$ cat config.mk
export PLATFORM = sky130hd
export DESIGN_NAME = rv32i_encoder_flat
export DESIGN_NICKNAME = d
export VERILOG_FILES = /design/src/rtl/rv32i_encoder_if.sv /design/src/rtl/rv32i_encoder.sv /design/src/flat_wrapper.sv
export SDC_FILE = /design/constraint.sdc
export NUM_CORES = 1
export LEC_CHECK = 0
export BUFFER_PORTS_ARGS = -buffer_cell sky130_fd_sc_hd__buf_2
export CORE_MARGIN = 2
export CORE_UTILIZATION = 30
export CTS_BUF_LIST = sky130_fd_sc_hd__clkbuf_8
export CTS_CLUSTER_DIAMETER = 150
export DETAILED_ROUTE_END_ITERATION = 8
export GPL_ROUTABILITY_DRIVEN = 1
export HOLD_SLACK_MARGIN = 0.03
export PLACE_DENSITY = 0.53
export SLEW_MARGIN = 10
export SYNTH_ARGS = -nofsm -noshare
export SYNTH_HDL_FRONTEND = slang
export SYNTH_SLANG_ARGS = --single-unit
$ cat constraint.sdc
create_clock -name clk -period 8.83 [get_ports clk]
set_input_delay 1.766 -clock clk [delete_from_list [all_inputs] [get_ports clk]]
set_output_delay 1.766 -clock clk [all_outputs]
set_load 0.01 [all_outputs]
$ cat src/rtl/rv32i_encoder_if.sv
`default_nettype none
// ============================================================================
//  Module   : rv32i_encoder_if
//  Purpose  : Field-bundle input channel and encoded-word output channel of
//             the RV32I encoder, each with its own valid/ready handshake.
//             slave  = encoder side, master = producer/sink side.
//  Revision : 1.0  initial release
// ============================================================================
interface rv32i_encoder_if #(
  parameter int ADDR_W = 32
);
  // field bundle channel
  logic              in_valid;
  logic              in_ready;
  logic [3:0]        in_class;
  logic [4:0]        in_rd;
  logic [4:0]        in_rs1;
  logic [4:0]        in_rs2;
  logic [2:0]        in_funct3;
  logic [6:0]        in_funct7;
  logic [31:0]       in_imm;
  // encoded word channel
  logic              out_valid;
  logic              out_ready;
  logic [31:0]       out_instr;
  logic [ADDR_W-1:0] out_addr;
  logic              out_err;

  modport slave (
    input  in_valid, in_class, in_rd, in_rs1, in_rs2, in_funct3, in_funct7,
           in_imm, out_ready,
    output in_ready, out_valid, out_instr, out_addr, out_err
  );

  modport master (
    output in_valid, in_class, in_rd, in_rs1, in_rs2, in_funct3, in_funct7,
           in_imm, out_ready,
    input  in_ready, out_valid, out_instr, out_addr, out_err
  );
endinterface
`default_nettype wire

$ cat src/rtl/rv32i_encoder.sv
`default_nettype none
// ============================================================================
//  Module   : rv32i_encoder
//  Purpose  : Packs RV32I instruction fields into 32-bit machine words and
//             streams them out with byte addresses, one programmed burst per
//             start pulse. One register stage between the channels.
//  Options  : RV32I_ENC_RANGE_CHECK_EN - also flag immediates that do not
//             fit their instruction format (word is still emitted truncated).
//  Revision : 1.0  initial release
// ============================================================================
module rv32i_encoder #(
  parameter int ADDR_W = 32,
  parameter int CNT_W  = 16
) (
  input  wire logic              clk,
  input  wire logic              rst,
  input  wire logic              start,
  input  wire logic [ADDR_W-1:0] base_addr,
  input  wire logic [CNT_W-1:0]  count,
  output logic                   busy,
  output logic                   done,
  rv32i_encoder_if.slave         bus
);

  localparam logic [1:0] IDLE  = 2'd0;
  localparam logic [1:0] RUN   = 2'd1;
  localparam logic [1:0] DRAIN = 2'd2;
  localparam logic [1:0] DONE  = 2'd3;

  localparam logic [6:0] OP_ALUREG = 7'b0110011;
  localparam logic [6:0] OP_ALUIMM = 7'b0010011;
  localparam logic [6:0] OP_BRANCH = 7'b1100011;
  localparam logic [6:0] OP_JALR   = 7'b1100111;
  localparam logic [6:0] OP_JAL    = 7'b1101111;
  localparam logic [6:0] OP_AUIPC  = 7'b0010111;
  localparam logic [6:0] OP_LUI    = 7'b0110111;
  localparam logic [6:0] OP_LOAD   = 7'b0000011;
  localparam logic [6:0] OP_STORE  = 7'b0100011;
  localparam logic [6:0] OP_SYSTEM = 7'b1110011;

  logic [1:0]        state;
  logic [CNT_W-1:0]  remaining;
  logic [ADDR_W-1:0] next_addr;
  logic              out_valid_q;
  logic [31:0]       out_instr_q;
  logic [ADDR_W-1:0] out_addr_q;
  logic              out_err_q;

  logic        accept;
  logic        xfer;
  logic [31:0] enc_word;
  logic        bad_class;
  logic        range_err;
  logic        shift_form;

  logic [31:0] imm;
  logic [4:0]  rd;
  logic [4:0]  rs1;
  logic [4:0]  rs2;
  logic [2:0]  f3;
  logic [6:0]  f7;

  assign imm = bus.in_imm;
  assign rd  = bus.in_rd;
  assign rs1 = bus.in_rs1;
  assign rs2 = bus.in_rs2;
  assign f3  = bus.in_funct3;
  assign f7  = bus.in_funct7;

  // Slot-immediate shift instructions carry funct7 in the upper imm bits.
  assign shift_form = (f3 == 3'b001) || (f3 == 3'b101);

  // Input is only open in RUN, and only when the output slot frees up.
  assign bus.in_ready = (state == RUN) && (!out_valid_q || bus.out_ready);
  assign accept       = bus.in_valid && bus.in_ready;
  assign xfer         = out_valid_q && bus.out_ready;

  assign busy          = (state == RUN) || (state == DRAIN);
  assign done          = (state == DONE);
  assign bus.out_valid = out_valid_q;
  assign bus.out_instr = out_instr_q;
  assign bus.out_addr  = out_addr_q;
  assign bus.out_err   = out_err_q;

  // Pack the current field bundle into its instruction format.
  always_comb begin
    enc_word  = 32'h0000_0000;
    bad_class = 1'b0;
    case (bus.in_class)
      4'd0: enc_word = {f7, rs2, rs1, f3, rd, OP_ALUREG};
      4'd1: begin
        if (shift_form) enc_word = {f7, imm[4:0], rs1, f3, rd, OP_ALUIMM};
        else            enc_word = {imm[11:0], rs1, f3, rd, OP_ALUIMM};
      end
      4'd2: enc_word = {imm[12], imm[10:5], rs2, rs1, f3, imm[4:1], imm[11], OP_BRANCH};
      4'd3: enc_word = {imm[11:0], rs1, 3'b000, rd, OP_JALR};
      4'd4: enc_word = {imm[20], imm[10:1], imm[11], imm[19:12], rd, OP_JAL};
      4'd5: enc_word = {imm[31:12], rd, OP_AUIPC};
      4'd6: enc_word = {imm[31:12], rd, OP_LUI};
      4'd7: enc_word = {imm[11:0], rs1, f3, rd, OP_LOAD};
      4'd8: enc_word = {imm[11:5], rs2, rs1, f3, imm[4:0], OP_STORE};
      4'd9: enc_word = {imm[11:0], rs1, f3, rd, OP_SYSTEM};
      default: bad_class = 1'b1;
    endcase
  end

`ifdef RV32I_ENC_RANGE_CHECK_EN
  logic i_bad, b_bad, j_bad, u_bad, sh_bad;
  // An immediate fits when all bits above its sign bit replicate that sign.
  assign i_bad  = !((&imm[31:11]) || !(|imm[31:11]));
  assign b_bad  = !((&imm[31:12]) || !(|imm[31:12])) || imm[0];
  assign j_bad  = !((&imm[31:20]) || !(|imm[31:20])) || imm[0];
  assign u_bad  = (imm[11:0] != 12'h000);
  assign sh_bad = (imm[11:5] != 7'h00);

  // Select the fit test that matches the format of the current class.
  always_comb begin
    range_err = 1'b0;
    case (bus.in_class)
      4'd1:             range_err = shift_form ? (sh_bad || i_bad) : i_bad;
      4'd3, 4'd7, 4'd9: range_err = i_bad;
      4'd8:             range_err = i_bad;
      4'd2:             range_err = b_bad;
      4'd4:             range_err = j_bad;
      4'd5, 4'd6:       range_err = u_bad;
      default:          range_err = 1'b0;
    endcase
  end
`else
  assign range_err = 1'b0;
`endif

  // Burst control: latch the burst on start, count accepts, wait for drain.
  always_ff @(posedge clk or posedge rst) begin
    if (rst) begin
      state     <= IDLE;
      remaining <= '0;
    end else begin
      case (state)
        IDLE: begin
          if (start) begin
            remaining <= count;
            state     <= (count == '0) ? DONE : RUN;
          end
        end
        RUN: begin
          if (accept) begin
            remaining <= remaining - CNT_W'(1);
            if (remaining == CNT_W'(1)) state <= DRAIN;
          end
        end
        DRAIN:   if (xfer) state <= DONE;
        DONE:    state <= IDLE;
        default: state <= IDLE;
      endcase
    end
  end

  // Output stage: load on accept, clear on transfer, otherwise hold.
  always_ff @(posedge clk or posedge rst) begin
    if (rst) begin
      next_addr   <= '0;
      out_valid_q <= 1'b0;
      out_instr_q <= 32'h0000_0000;
      out_addr_q  <= '0;
      out_err_q   <= 1'b0;
    end else begin
      if (state == IDLE && start) begin
        next_addr <= base_addr;
      end else if (accept) begin
        next_addr <= next_addr + ADDR_W'(4);
      end
      if (accept) begin
        out_valid_q <= 1'b1;
        out_instr_q <= enc_word;
        out_addr_q  <= next_addr;
        out_err_q   <= bad_class || range_err;
      end else if (xfer) begin
        out_valid_q <= 1'b0;
      end
    end
  end

endmodule
`default_nettype wire

$ cat src/flat_wrapper.sv
// flat-port wrapper written by rule: the top's interface ports become plain ports
module rv32i_encoder_flat 
#(
  parameter int ADDR_W = 32,
  parameter int CNT_W  = 16
)
  (clk, rst, start, base_addr, count, busy, done, bus_in_valid, bus_in_class, bus_in_rd, bus_in_rs1, bus_in_rs2, bus_in_funct3, bus_in_funct7, bus_in_imm, bus_out_ready, bus_in_ready, bus_out_valid, bus_out_instr, bus_out_addr, bus_out_err);
  rv32i_encoder_if #(.ADDR_W(ADDR_W)) bus_i ();
  input  wire logic clk;
  input  wire logic rst;
  input  wire logic start;
  input  wire logic [ADDR_W-1:0] base_addr;
  input  wire logic [CNT_W-1:0] count;
  output logic busy;
  output logic done;
  input wire logic [$bits(bus_i.in_valid)-1:0] bus_in_valid;
  input wire logic [$bits(bus_i.in_class)-1:0] bus_in_class;
  input wire logic [$bits(bus_i.in_rd)-1:0] bus_in_rd;
  input wire logic [$bits(bus_i.in_rs1)-1:0] bus_in_rs1;
  input wire logic [$bits(bus_i.in_rs2)-1:0] bus_in_rs2;
  input wire logic [$bits(bus_i.in_funct3)-1:0] bus_in_funct3;
  input wire logic [$bits(bus_i.in_funct7)-1:0] bus_in_funct7;
  input wire logic [$bits(bus_i.in_imm)-1:0] bus_in_imm;
  input wire logic [$bits(bus_i.out_ready)-1:0] bus_out_ready;
  output wire logic [$bits(bus_i.in_ready)-1:0] bus_in_ready;
  output wire logic [$bits(bus_i.out_valid)-1:0] bus_out_valid;
  output wire logic [$bits(bus_i.out_instr)-1:0] bus_out_instr;
  output wire logic [$bits(bus_i.out_addr)-1:0] bus_out_addr;
  output wire logic [$bits(bus_i.out_err)-1:0] bus_out_err;
  assign bus_i.in_valid = bus_in_valid;
  assign bus_i.in_class = bus_in_class;
  assign bus_i.in_rd = bus_in_rd;
  assign bus_i.in_rs1 = bus_in_rs1;
  assign bus_i.in_rs2 = bus_in_rs2;
  assign bus_i.in_funct3 = bus_in_funct3;
  assign bus_i.in_funct7 = bus_in_funct7;
  assign bus_i.in_imm = bus_in_imm;
  assign bus_i.out_ready = bus_out_ready;
  assign bus_in_ready = bus_i.in_ready;
  assign bus_out_valid = bus_i.out_valid;
  assign bus_out_instr = bus_i.out_instr;
  assign bus_out_addr = bus_i.out_addr;
  assign bus_out_err = bus_i.out_err;
  rv32i_encoder #(.ADDR_W(ADDR_W), .CNT_W(CNT_W)) u_core (.clk(clk), .rst(rst), .start(start), .base_addr(base_addr), .count(count), .busy(busy), .done(done), .bus(bus_i));
endmodule
# Word-level counts from Yosys, hierarchy flattened
# Index checks and enable logic that the tools add are counted.
[totals]
reg_bits = 116
latchBits = 0
ramBits = 0
romBits = 0
input_bits = 114
out_inout_bits = 69
mem_count = 0
[op_classes]
addsub = 2
n_mul = 0
div_mod_pow = 0
order_cmp = 0
n_eq_ne = 19
n_shift = 0
n_mux = 16
n_bitwise = 0
n_reduce_logical = 17
[op_table]
columns = ["op", "count"]
rows = [
  ["32-bit case mux with 10 select lines", 1],
  ["32-bit 2-to-1 mux", 3],
  ["32-bit by 3-bit adder with 32-bit output, second input constant", 1],
  ["16-bit 2-to-1 mux", 2],
  ["16-bit case mux with 2 select lines", 1],
  ["16-bit by 1-bit == test with 1-bit output, second input constant", 1],
  ["4-bit by 3-bit == test with 1-bit output, second input constant", 4],
  ["16-bit zero test", 1],
  ["16-bit by 1-bit subtractor with 16-bit output, second input constant", 1],
  ["2-bit 2-to-1 mux", 5],
  ["10-bit OR reduction", 1],
  ["4-bit by 2-bit == test with 1-bit output, second input constant", 2],
  ["4-bit == test, second input constant", 2],
  ["2-bit case mux with 4 select lines", 1],
  ["2-bit nonzero test", 3],
  ["2-bit == test, second input constant", 2],
  ["4-bit by 1-bit == test with 1-bit output, second input constant", 1],
  ["1-bit logical AND", 4],
  ["4-bit zero test", 1],
  ["2-bit by 1-bit != test with 1-bit output, second input constant", 2],
  ["2-bit != test, second input constant", 2],
  ["4-bit AND reduction", 1],
  ["3-bit by 1-bit == test with 1-bit output, second input constant", 1],
  ["3-bit == test, second input constant", 1],
  ["6 further kinds", 10],
]

# Depth between registers and ports, before layout
# Gate-level depths: netlist (run 1).
[depth]
depth_word = 6
mapped_depth = 8
mapped_depth_nobuf = 7

# Worst setup path before layout (run 1)
# Ideal clock, no wire load.
[synth_timing]
kind = "input port to output port"
from = "input bus_out_ready"
to = "output bus_in_ready"
t_arrival_ps = 2132
required_ps = 7064
setup_slack_ps = 4932
path_stages = 2
n_path_buf = 0
path_cell_list = "nand2b_1 and2_1"
[synth_between]
elab_chain_cells = 2
[synth_rtl]
columns = ["element", "line_no", "text"]
rows = [
  ["start: declaration", "flat_wrapper.sv:24", "input wire logic [$bits(bus_i.out_ready)-1:0] bus_out_ready;"],
  ["1-bit logical OR", "rv32i_encoder.sv:74", "assign bus.in_ready = (state == RUN) && (!out_valid_q || bus.out_ready);"],
  ["1-bit logical AND", "rv32i_encoder.sv:74", ""],
  ["end: declaration", "flat_wrapper.sv:25", "output wire logic [$bits(bus_i.in_ready)-1:0] bus_in_ready;"],
]
# No other way between the ends.

# Worst setup path in the final report (run 1)
# Same ends and word-level chain as after synthesis.

==> out/results.env, run 1 <==
OUTCOME='completed'
MAX_FREQ_GHz=0.239
SYNTH.NET_COUNT=856
CRIT_PATH_LAUNCH_TYPE='input port'
DIEHEIGHT_UM=148
PATH_COMMON_CELL='sky130_fd_sc_hd__buf_2'
POST-ROUTE-MIN-PERIOD_PS=4190
OVERFLOW=0
SYNTH_ENABLE_FLOP_CELLS=0
GRT_ANTENNA_BEFORE_REPAIR=0
POST_ROUTE_CELLS_DRIVE_ABOVE_1_SHARE_PCT=25.5
FINALCRITPERIODSHARE_PCT=47.4
START_UTIL_PCT=30.8
ANT_NETS=0
CTS_SINKS=115
REQUIRED_PS=7060
FLOORPLAN.CORE_AREA_UM2=20300
SYN_AVG_CELL_AREA_UM2=8.49
FINAL.SETUP_SKEW_PS=10.2
IR_DROP_mV=0.0961
CTS_MAX_PATH_BUFFERS=2
TIMING_WORST_SLEW_PIN_VALUE_PS=956
POSTSYNTH.TOPFLOPCELL='sky130_fd_sc_hd__dfrtp_1'
SETUP_REPAIR_AFTER_GLOBAL_ROUTING_MISSED_ITS_MARGIN='no'
DP_CELLS=1148
TIMING.CRITICAL_PATH.SLOWEST_STAGE_CELL='sky130_fd_sc_hd__nand2b_1'
WORST-SETUP-PATH-TYPE='in -> out'
CLOCKROOTBUFFER='sky130_fd_sc_hd__clkbuf_8'
DESIGN.PORTCOUNT=183
POST_CTS_RESIZE_COUNT=0
WORSTPATHMAXFANOUT=4
HPWL_UM=12900
ROUTE.VIAS.TOTAL=5965
NNETSFINAL=1018
FINALMAXSLEWVIOLATIONS=0
TOTALWIRELENGTH_UM=18300
MAXCAPVIOLCOUNT=0
SETUP.WORST_PATH.END_CLASS='output port'
NETLIST-CELL-TYPE-COUNT=57
WORSTPATHARRIVAL_PS=2420
POST_DP_CELL_AREA_UM2=7380
SLEW-LIMIT-HEADROOM_PCT=36.3
SYNTHESIZED_INSTANCE_COUNT=735
REPORT.FINAL.HOLD_VIOL_COUNT=0
CRITICAL_PATH.CELL_CHAIN='buf_2 > nand2b_1 > and2_1 > buf_2'
FINISH.CELL_COUNT_WITHOUT_FILLERS=1179
ASYNCSETRESETFLOPFRACSYNTH_PCT=100
FIN_AREA_UM2=7850
DRT_ITER0_MARKERS=259
POST-CTS-SETUP-BUFFER-COUNT=0
CTS.HTREE.LEVELS=4
FIRST_PASS_GRT_WIRE_LENGTH_UM=29500
SYN2LAYOUT_AREA_GROWTH_PCT=25.7
CELL_AREA_POWER_DENSITY_nW_PER_UM2=329
SEQ_AREA_FRAC_SYNTH_PCT=46.1
FF2FF_SETUP_SLACK_PS=6080
TRITONCTS='built'
GRT_UTIL_ALL_LAYERS_PCT=16.9
NUMBER_OF_CLOCK_BUFFERS_INSERTED_BY_TRITONCTS=17
SETUP_VIOL=0
FILLERS=2155
CRITICAL-PATH-MAX-STAGE-DELAY_PS=220
NETLIST_AREA_UM2=6240
PLACE.PORT_BUFFERS=182
PATH_CLASS_OF_THE_LOWEST_SLACK_MIN_DELAY_PATH='reg -> reg'
YOSYS_REGISTER_BITS=115
SETUP_TNS_PS=0
POST_CTS_HOLD_BUFFER_COUNT=0
GPL.FINAL_WEIGHTED_CONGESTION=0.813
SYNTH_WARNINGS=0
STATIC-LEAKAGE-POWER_uW=0.00364
ROW_COUNT=52
FP.DIEW_UM=148
LENGTH_OF_THE_FIRST_DETAILED_ROUTING_PASS_IN_ITERATIONS=5
DRT-VIAS-PER-INSTANCE=5.06
DESIGN.DIE.AREA_UM2=22000
WORST_SKEW_PAIR.LATE_LATENCY_PS=440
CLK_TRANSITION_REPORTED_PATHS_PS=70
REMAINING_DRC_ERRORS=0
FIRST_GLOBAL_VIAS=5705
GRT_MAX_DEGREE=74
WIRE_PER_INST_UM=15.5
NUM_ANTENNA_CELLS=0
UTILIZATION_PCT=38.7
==> logic make-up (layout without fill, tap and decap cells) <==
family                   count (synthesis)  count (layout)  synth area share [%]
flip-flops                             115             115                  46.1
adder cells (fa/ha/maj)                  8               8                  1.56
multiplexers                             7               7                  1.16
AND/OR/NAND/NOR                        331             331                  24.6
buffers and inverters                   57             231                  3.61
AO/OA/AOI/OAI                          190             190                  19.2
XOR/XNOR                                27              27                  3.79
==> flip-flops by register name (all words and copies together) (netlist names) <==
register / flops
u_core.bus.out_addr: 32
u_core.bus.out_err: 1
u_core.bus.out_instr: 31
u_core.bus.out_valid: 1
u_core.next_addr: 32
u_core.remaining: 16
u_core.state: 2
==> layout by cell type, fill, tap and decap left out, drive strengths merged, types with 5 or more instances in the layout <==
cell | netlist | layout
a2bb2oi | 6 | 6
a221o | 7 | 7
o21ai | 39 | 39
clkbuf | 38 | 21
xnor2 | 11 | 11
nor2 | 68 | 68
o31ai | 6 | 6
inv | 10 | 12
nand2b | 5 | 5
nor4 | 9 | 9
nand4 | 17 | 17
a22oi | 13 | 13
nor3 | 8 | 8
nand3 | 18 | 18
nand2 | 158 | 158
buf | 8 | 189
nor2b | 13 | 13
mux2i | 5 | 5
nor3b | 5 | 5
and3 | 9 | 9
o22ai | 17 | 17
bufinv | 0 | 5
xor2 | 16 | 16
a22o | 5 | 5
a21oi | 65 | 65
a31oi | 15 | 15
dfrtp | 115 | 115
ha | 7 | 7
or3 | 6 | 6
==> where the power goes <==
| part | switching (µW) | internal (µW) | total [µW] |
|---|---|---|---|
| registers | 207 | 781 | 988 |
| clock network | 223 | 363 | 586 |
| logic | 596 | 414 | 1010 |
| total | 1030 | 1560 | 2580 |
==> cell usage after synthesis, types with 6 or more instances <==
cell	number	area [µm²]
sky130_fd_sc_hd__a2bb2oi_1	6	52.6
sky130_fd_sc_hd__ha_1	7	87.6
sky130_fd_sc_hd__nor2_1	68	255
sky130_fd_sc_hd__xnor2_1	11	96.3
sky130_fd_sc_hd__clkbuf_1	38	143
sky130_fd_sc_hd__a31oi_1	15	93.8
sky130_fd_sc_hd__nor3_1	8	40.0
sky130_fd_sc_hd__o31ai_1	6	45.0
sky130_fd_sc_hd__nor4_1	8	50.1
sky130_fd_sc_hd__a22oi_1	13	97.6
sky130_fd_sc_hd__a221o_1	7	70.1
sky130_fd_sc_hd__and3_1	9	56.3
sky130_fd_sc_hd__dfrtp_1	115	2880
sky130_fd_sc_hd__inv_1	10	37.5
sky130_fd_sc_hd__o22ai_1	17	106
sky130_fd_sc_hd__a21oi_1	65	325
sky130_fd_sc_hd__buf_1	6	22.5
sky130_fd_sc_hd__xor2_1	16	140
sky130_fd_sc_hd__nand2_1	158	593
sky130_fd_sc_hd__nand4_1	17	106
sky130_fd_sc_hd__nor2b_1	13	81.3
sky130_fd_sc_hd__o21ai_0	39	195
sky130_fd_sc_hd__nand3_1	16	80.1
==> metal layers <==
layer	GRT usage, %	vias to the layer above	part of all wire (%)
met5	0	-	0
met4	6.10	0	1.8
met3	3.96	22	5.9
met2	26.5	191	46
met1	22.9	2818	47
li1	-	2934	-
==> cell type report <==
class	instances	area (µm²)	share of cell area [%]
clock buffers	21	289	3.68
clock inverters	10	180	2.30
inverters	11	43.8	0.558
multi-input cells	563	3160	40.2
flip-flops and latches	115	2880	36.7
well taps	270	338	4.30
repair buffers	189	963	12.3
==> critical path, delay by kind of cell <==
kind / cells / cell delay (ps)
AND/OR/NAND/NOR: 2 / 410
buffers and inverters: 2 / 240
==> per-stage QoR <==
stage / hold WS, ps / power, µW / setup WS (ps)
after floorplan: 433 / 1660 / 4020
after global placement: 452 / 2010 / 4540
after detailed placement: 459 / 2020 / 4520
final: 467 / 2580 / 4640
after global routing: 487 / 2800 / 4620
after CTS: 472 / 2620 / 4650
==> path summary, 6_finish.rpt <==
kind | from | to | cells after the start
setup / recovery | bus_out_ready | bus_in_ready | 4
hold reg to reg | u_core.bus.out_addr[21] | u_core.bus.out_addr[21] | 2
max in group asynchronous | rst | u_core.next_addr[21] | 3
hold / removal | u_core.bus.out_addr[21] | u_core.bus.out_addr[21] | 2
setup reg to reg | u_core.state[1] | u_core.next_addr[29] | 7
min in group asynchronous | rst | u_core.remaining[2] | 2
Note: power is estimated with default switching activity, not from simulation.
==> run 2, diff against run 1 <==
--- a/config.mk
+++ b/config.mk
@@ -5,6 +5,7 @@
 export SDC_FILE = /design/constraint.sdc
 export NUM_CORES = 1
 export LEC_CHECK = 0
+export ABC_AREA = 1
 export BUFFER_PORTS_ARGS = -buffer_cell sky130_fd_sc_hd__buf_2
 export CORE_MARGIN = 2
 export CORE_UTILIZATION = 30
@@ -13,7 +14,7 @@
 export DETAILED_ROUTE_END_ITERATION = 8
 export GPL_ROUTABILITY_DRIVEN = 1
 export HOLD_SLACK_MARGIN = 0.03
-export PLACE_DENSITY = 0.53
+export PLACE_DENSITY = 0.52
 export SLEW_MARGIN = 10
 export SYNTH_ARGS = -nofsm -noshare
 export SYNTH_HDL_FRONTEND = slang
==> constraint.sdc (replaced) <==
create_clock -name clk -period 4.1 [get_ports clk]
set_input_delay 0.82 -clock clk [delete_from_list [all_inputs] [get_ports clk]]
set_output_delay 0.82 -clock clk [all_outputs]
set_load 0.01 [all_outputs]
==> run 2 against run 1 <==
Compared with the run above:
- non-clock buffer count increased by 4
- via count grew 22%
- register-to-register slack worse by 4600 ps
- clock power grew 66%
- final cell count increased by 29%
- flip-flop and latch count is the same
- sequential power is 110% higher
- routed wire length rose by 22%
- largest cell class unchanged
==> out/results.env, run 2 <==
SYNTH_ENABLE_FLOP_CELLS=0
DRT_ITER0_MARKERS=541
CRITICAL_PATH.TOP_DELAY_FAMILY='buffers and inverters'
SETUP_REPAIR_AFTER_GLOBAL_ROUTING_MISSED_ITS_MARGIN='no'
PLACE.PORT_BUFFERS=182
CELL_AREA_POWER_DENSITY_nW_PER_UM2=647
POST_CTS_RESIZE_COUNT=0
SYNTH_TOP_CELL_AREA_SHARE_PCT=41.4
CLK_TRANSITION_REPORTED_PATHS_PS=80
NETLIST_TOP_CELLS_AREA='sky130_fd_sc_hd__dfrtp_1, sky130_fd_sc_hd__nand2_1, sky130_fd_sc_hd__o21ai_0, sky130_fd_sc_hd__nand3_1, sky130_fd_sc_hd__nor2_1'
SETUP_TNS_PS=0
MAXCAPVIOLCOUNT=0
NNETSFINAL=1346
GPL.FINAL_WEIGHTED_CONGESTION=0.914
GRT_ANTENNA_BEFORE_REPAIR=0
GRT_UTIL_ALL_LAYERS_PCT=18.8
REMAINING_DRC_ERRORS=0
HIGHEST_COUNT_CELLS_IN_THE_LAYOUT_IGNORING_FILL_AND_TAPS='sky130_fd_sc_hd__nand2_1, sky130_fd_sc_hd__buf_2, sky130_fd_sc_hd__nor2_1'
SETUP.WORST_PATH.END_CLASS='output port'
LAYOUT_COMMONEST_CELL='sky130_fd_sc_hd__nand2_1'
TIMING.RR.START='u_core.state[1]'
UTILIZATION_PCT=37.5
FLOORPLAN.CORE_AREA_UM2=22700
SYN_AVG_CELL_AREA_UM2=6.66
SYNTH.NET_COUNT=1165
STATIC-LEAKAGE-POWER_uW=0.00452
NUM_ANTENNA_CELLS=0
ROW_COUNT=55
ASYNCSETRESETFLOPFRACSYNTH_PCT=100
WORST-SETUP-PATH-TYPE='reg -> out'
CRITICAL_PATH.CELL_CHAIN='inv_1 > ha_1 > buf_4 > clkinv_1 > a21oi_1 > buf_2'
MAX_FREQ_GHz=0.351
SYNTHESIZED_INSTANCE_COUNT=1044
LENGTH_OF_THE_FIRST_DETAILED_ROUTING_PASS_IN_ITERATIONS=7
HPWL_UM=16900
LIBRARY_CELL_WITH_THE_HIGHEST_INSTANCE_COUNT_AFTER_SYNTHESIS='sky130_fd_sc_hd__nand2_1'
OVERFLOW=0
FINALCRITPERIODSHARE_PCT=69.5
WIRE_PER_INST_UM=14.7
CTS.HTREE.LEVELS=4
SEQ_AREA_FRAC_SYNTH_PCT=41.4
YOSYS_REGISTER_BITS=115
SLEW-LIMIT-HEADROOM_PCT=31.3
FP.DIEW_UM=156
DIEHEIGHT_UM=156
CRITICAL-PATH-MAX-STAGE-DELAY_PS=470
WORSTPATHBUFFERINVERTERCOUNT=4
NUMBER_OF_CLOCK_BUFFERS_INSERTED_BY_TRITONCTS=17
REQUIRED_PS=3280
POST_CTS_HOLD_BUFFER_COUNT=0
TIMING.HOLD.WS_PS=476
DESIGN.DIE.AREA_UM2=24400
DRT-VIAS-PER-INSTANCE=4.76
CTS_SINKS=115
CRIT_REG_REG_ENDPOINT='u_core.remaining[3]'
SYNTH_TOP_AREA_CELL='sky130_fd_sc_hd__dfrtp_1'
CTS_MAX_PATH_BUFFERS=2
REPORT.FINAL.HOLD_VIOL_COUNT=0
WORSTPATHMAXFANOUT=12
SYNTH_COMMONEST_CELLS='sky130_fd_sc_hd__nand2_1, sky130_fd_sc_hd__nor2_1, sky130_fd_sc_hd__dfrtp_1, sky130_fd_sc_hd__inv_1, sky130_fd_sc_hd__o21ai_0'
TIMING_WORST_SLEW_PIN_VALUE_PS=1020
FIRST_GLOBAL_VIAS=6911
POSTSYNTH.TOPFLOPCELL='sky130_fd_sc_hd__dfrtp_1'
ROUTE.VIAS.TOTAL=7251
OUTCOME='completed'
WORST_SKEW_PAIR.LATE_LATENCY_PS=440
POST_ROUTE_CELLS_DRIVE_ABOVE_1_SHARE_PCT=19.5
POST-CTS-SETUP-BUFFER-COUNT=0
FIRST_PASS_GRT_WIRE_LENGTH_UM=36000
POST-ROUTE-MIN-PERIOD_PS=2850
PATH_CLASS_OF_THE_LOWEST_SLACK_MIN_DELAY_PATH='in -> async'
SYNTH_WARNINGS=0
NETLIST_AREA_UM2=6950
START_UTIL_PCT=30.6
CLOCKROOTBUFFER='sky130_fd_sc_hd__clkbuf_8'
REG2REG_DEPTH=8
TOTALWIRELENGTH_UM=22300
SETUP_VIOL=0
NETLIST-CELL-TYPE-COUNT=35
WORSTPATHARRIVAL_PS=2030
IR_DROP_mV=0.243
ANT_NETS=0
TRITONCTS='built'
CRIT_PATH_LAUNCH_TYPE='flop'
GRT_MAX_DEGREE=64
FINALMAXSLEWVIOLATIONS=0
DESIGN.PORTCOUNT=183
FF2FF_SETUP_SLACK_PS=1530
SYN2LAYOUT_AREA_GROWTH_PCT=22.6
TIMING.CRITICAL_PATH.SLOWEST_STAGE_CELL='sky130_fd_sc_hd__ha_1'
FINAL.SETUP_SKEW_PS=12.6
==> run 2: cell types whose count changed after synthesis, moves of 14 or more <==
cell,previous run,this run
sky130_fd_sc_hd__nand2_1,158,366
sky130_fd_sc_hd__inv_1,10,103
sky130_fd_sc_hd__nand3_1,16,95
sky130_fd_sc_hd__a31oi_1,15,1
sky130_fd_sc_hd__clkbuf_1,38,14
sky130_fd_sc_hd__o21ai_0,39,98
sky130_fd_sc_hd__a21oi_1,65,40
sky130_fd_sc_hd__nor2_1,68,126
==> run 2: how the worst max path moves through the flow <==
stage | start | endpoint | slack, ps | depth (start not counted)
floorplan | rst | u_core.bus.out_addr[0] | 240 | 1
global placement | start | u_core.next_addr[12] | 1540 | 8
detailed placement | start | u_core.next_addr[12] | 1500 | 8
CTS | u_core.state[1] | bus_in_ready | 1210 | 6
global route | u_core.state[1] | bus_in_ready | 1070 | 6
finish | u_core.state[1] | bus_in_ready | 1250 | 6
==> run 2: area by class of cell <==
class	instances	area, µm²
sequential	115	2880
inverter	105	397
clock inverter	14	119
timing repair buffer	193	1010
tap	285	357
fill	2493	14200
multi-input combinational	793	3540
clock buffer	17	234
==> run 2: per-layer routing <==
layer / GRT usage [%] / vias up / part of all wire, %
li1: - / 3709 / -
met1: 25.7 / 3315 / 48
met2: 30.1 / 200 / 45
met3: 3.66 / 27 / 4.9
met4: 5.90 / 0 / 1.9
met5: 0 / - / 0
==> run 2: logic make-up (layout without fill, tap and decap cells) <==
family	count (synthesis)	in the layout	share of synthesized area, %
AOI/OAI and AO/OA	159	159	12.1
adders and majority gates	7	7	1.26
buffers and inverters	136	329	7.92
xor gates and xnor gates	4	4	0.504
and+or+nand+nor	623	623	36.8
DFF	115	115	41.4
==> run 2: worst reg2reg max path: stages (launching register included) <==
cell                      delay, ps
sky130_fd_sc_hd__dfrtp_1        410
sky130_fd_sc_hd__inv_1           90
sky130_fd_sc_hd__ha_1           470
sky130_fd_sc_hd__nand3_4        350
sky130_fd_sc_hd__o21ai_0        210
sky130_fd_sc_hd__inv_1           80
sky130_fd_sc_hd__nor2_2         540
sky130_fd_sc_hd__o21ai_0        190
sky130_fd_sc_hd__a21oi_1        170
==> run 2: per-stage QoR <==
step / cell area (µm²) / cells / power (µW) / setup WS, ps
6_report: 8530 / 1522 / 5520 / 1250
5_1_grt: 8530 / 1522 / 6060 / 1070
4_1_cts: 8530 / 1522 / 5590 / 1210
3_5_place_dp: 8170 / 1491 / 4590 / 1500
3_3_place_gp: 8170 / 1491 / 4550 / 1540
2_1_floorplan: 6950 / 1044 / 3650 / 236
==> run 2: power by group <==
| group | leakage, µW | total (µW) | switching [µW] | internal [µW] |
|---|---|---|---|---|
| logic | 0.00291 | 2480 | 1610 | 866 |
| clock network | 0.000168 | 975 | 505 | 470 |
| registers | 0.00144 | 2070 | 410 | 1660 |
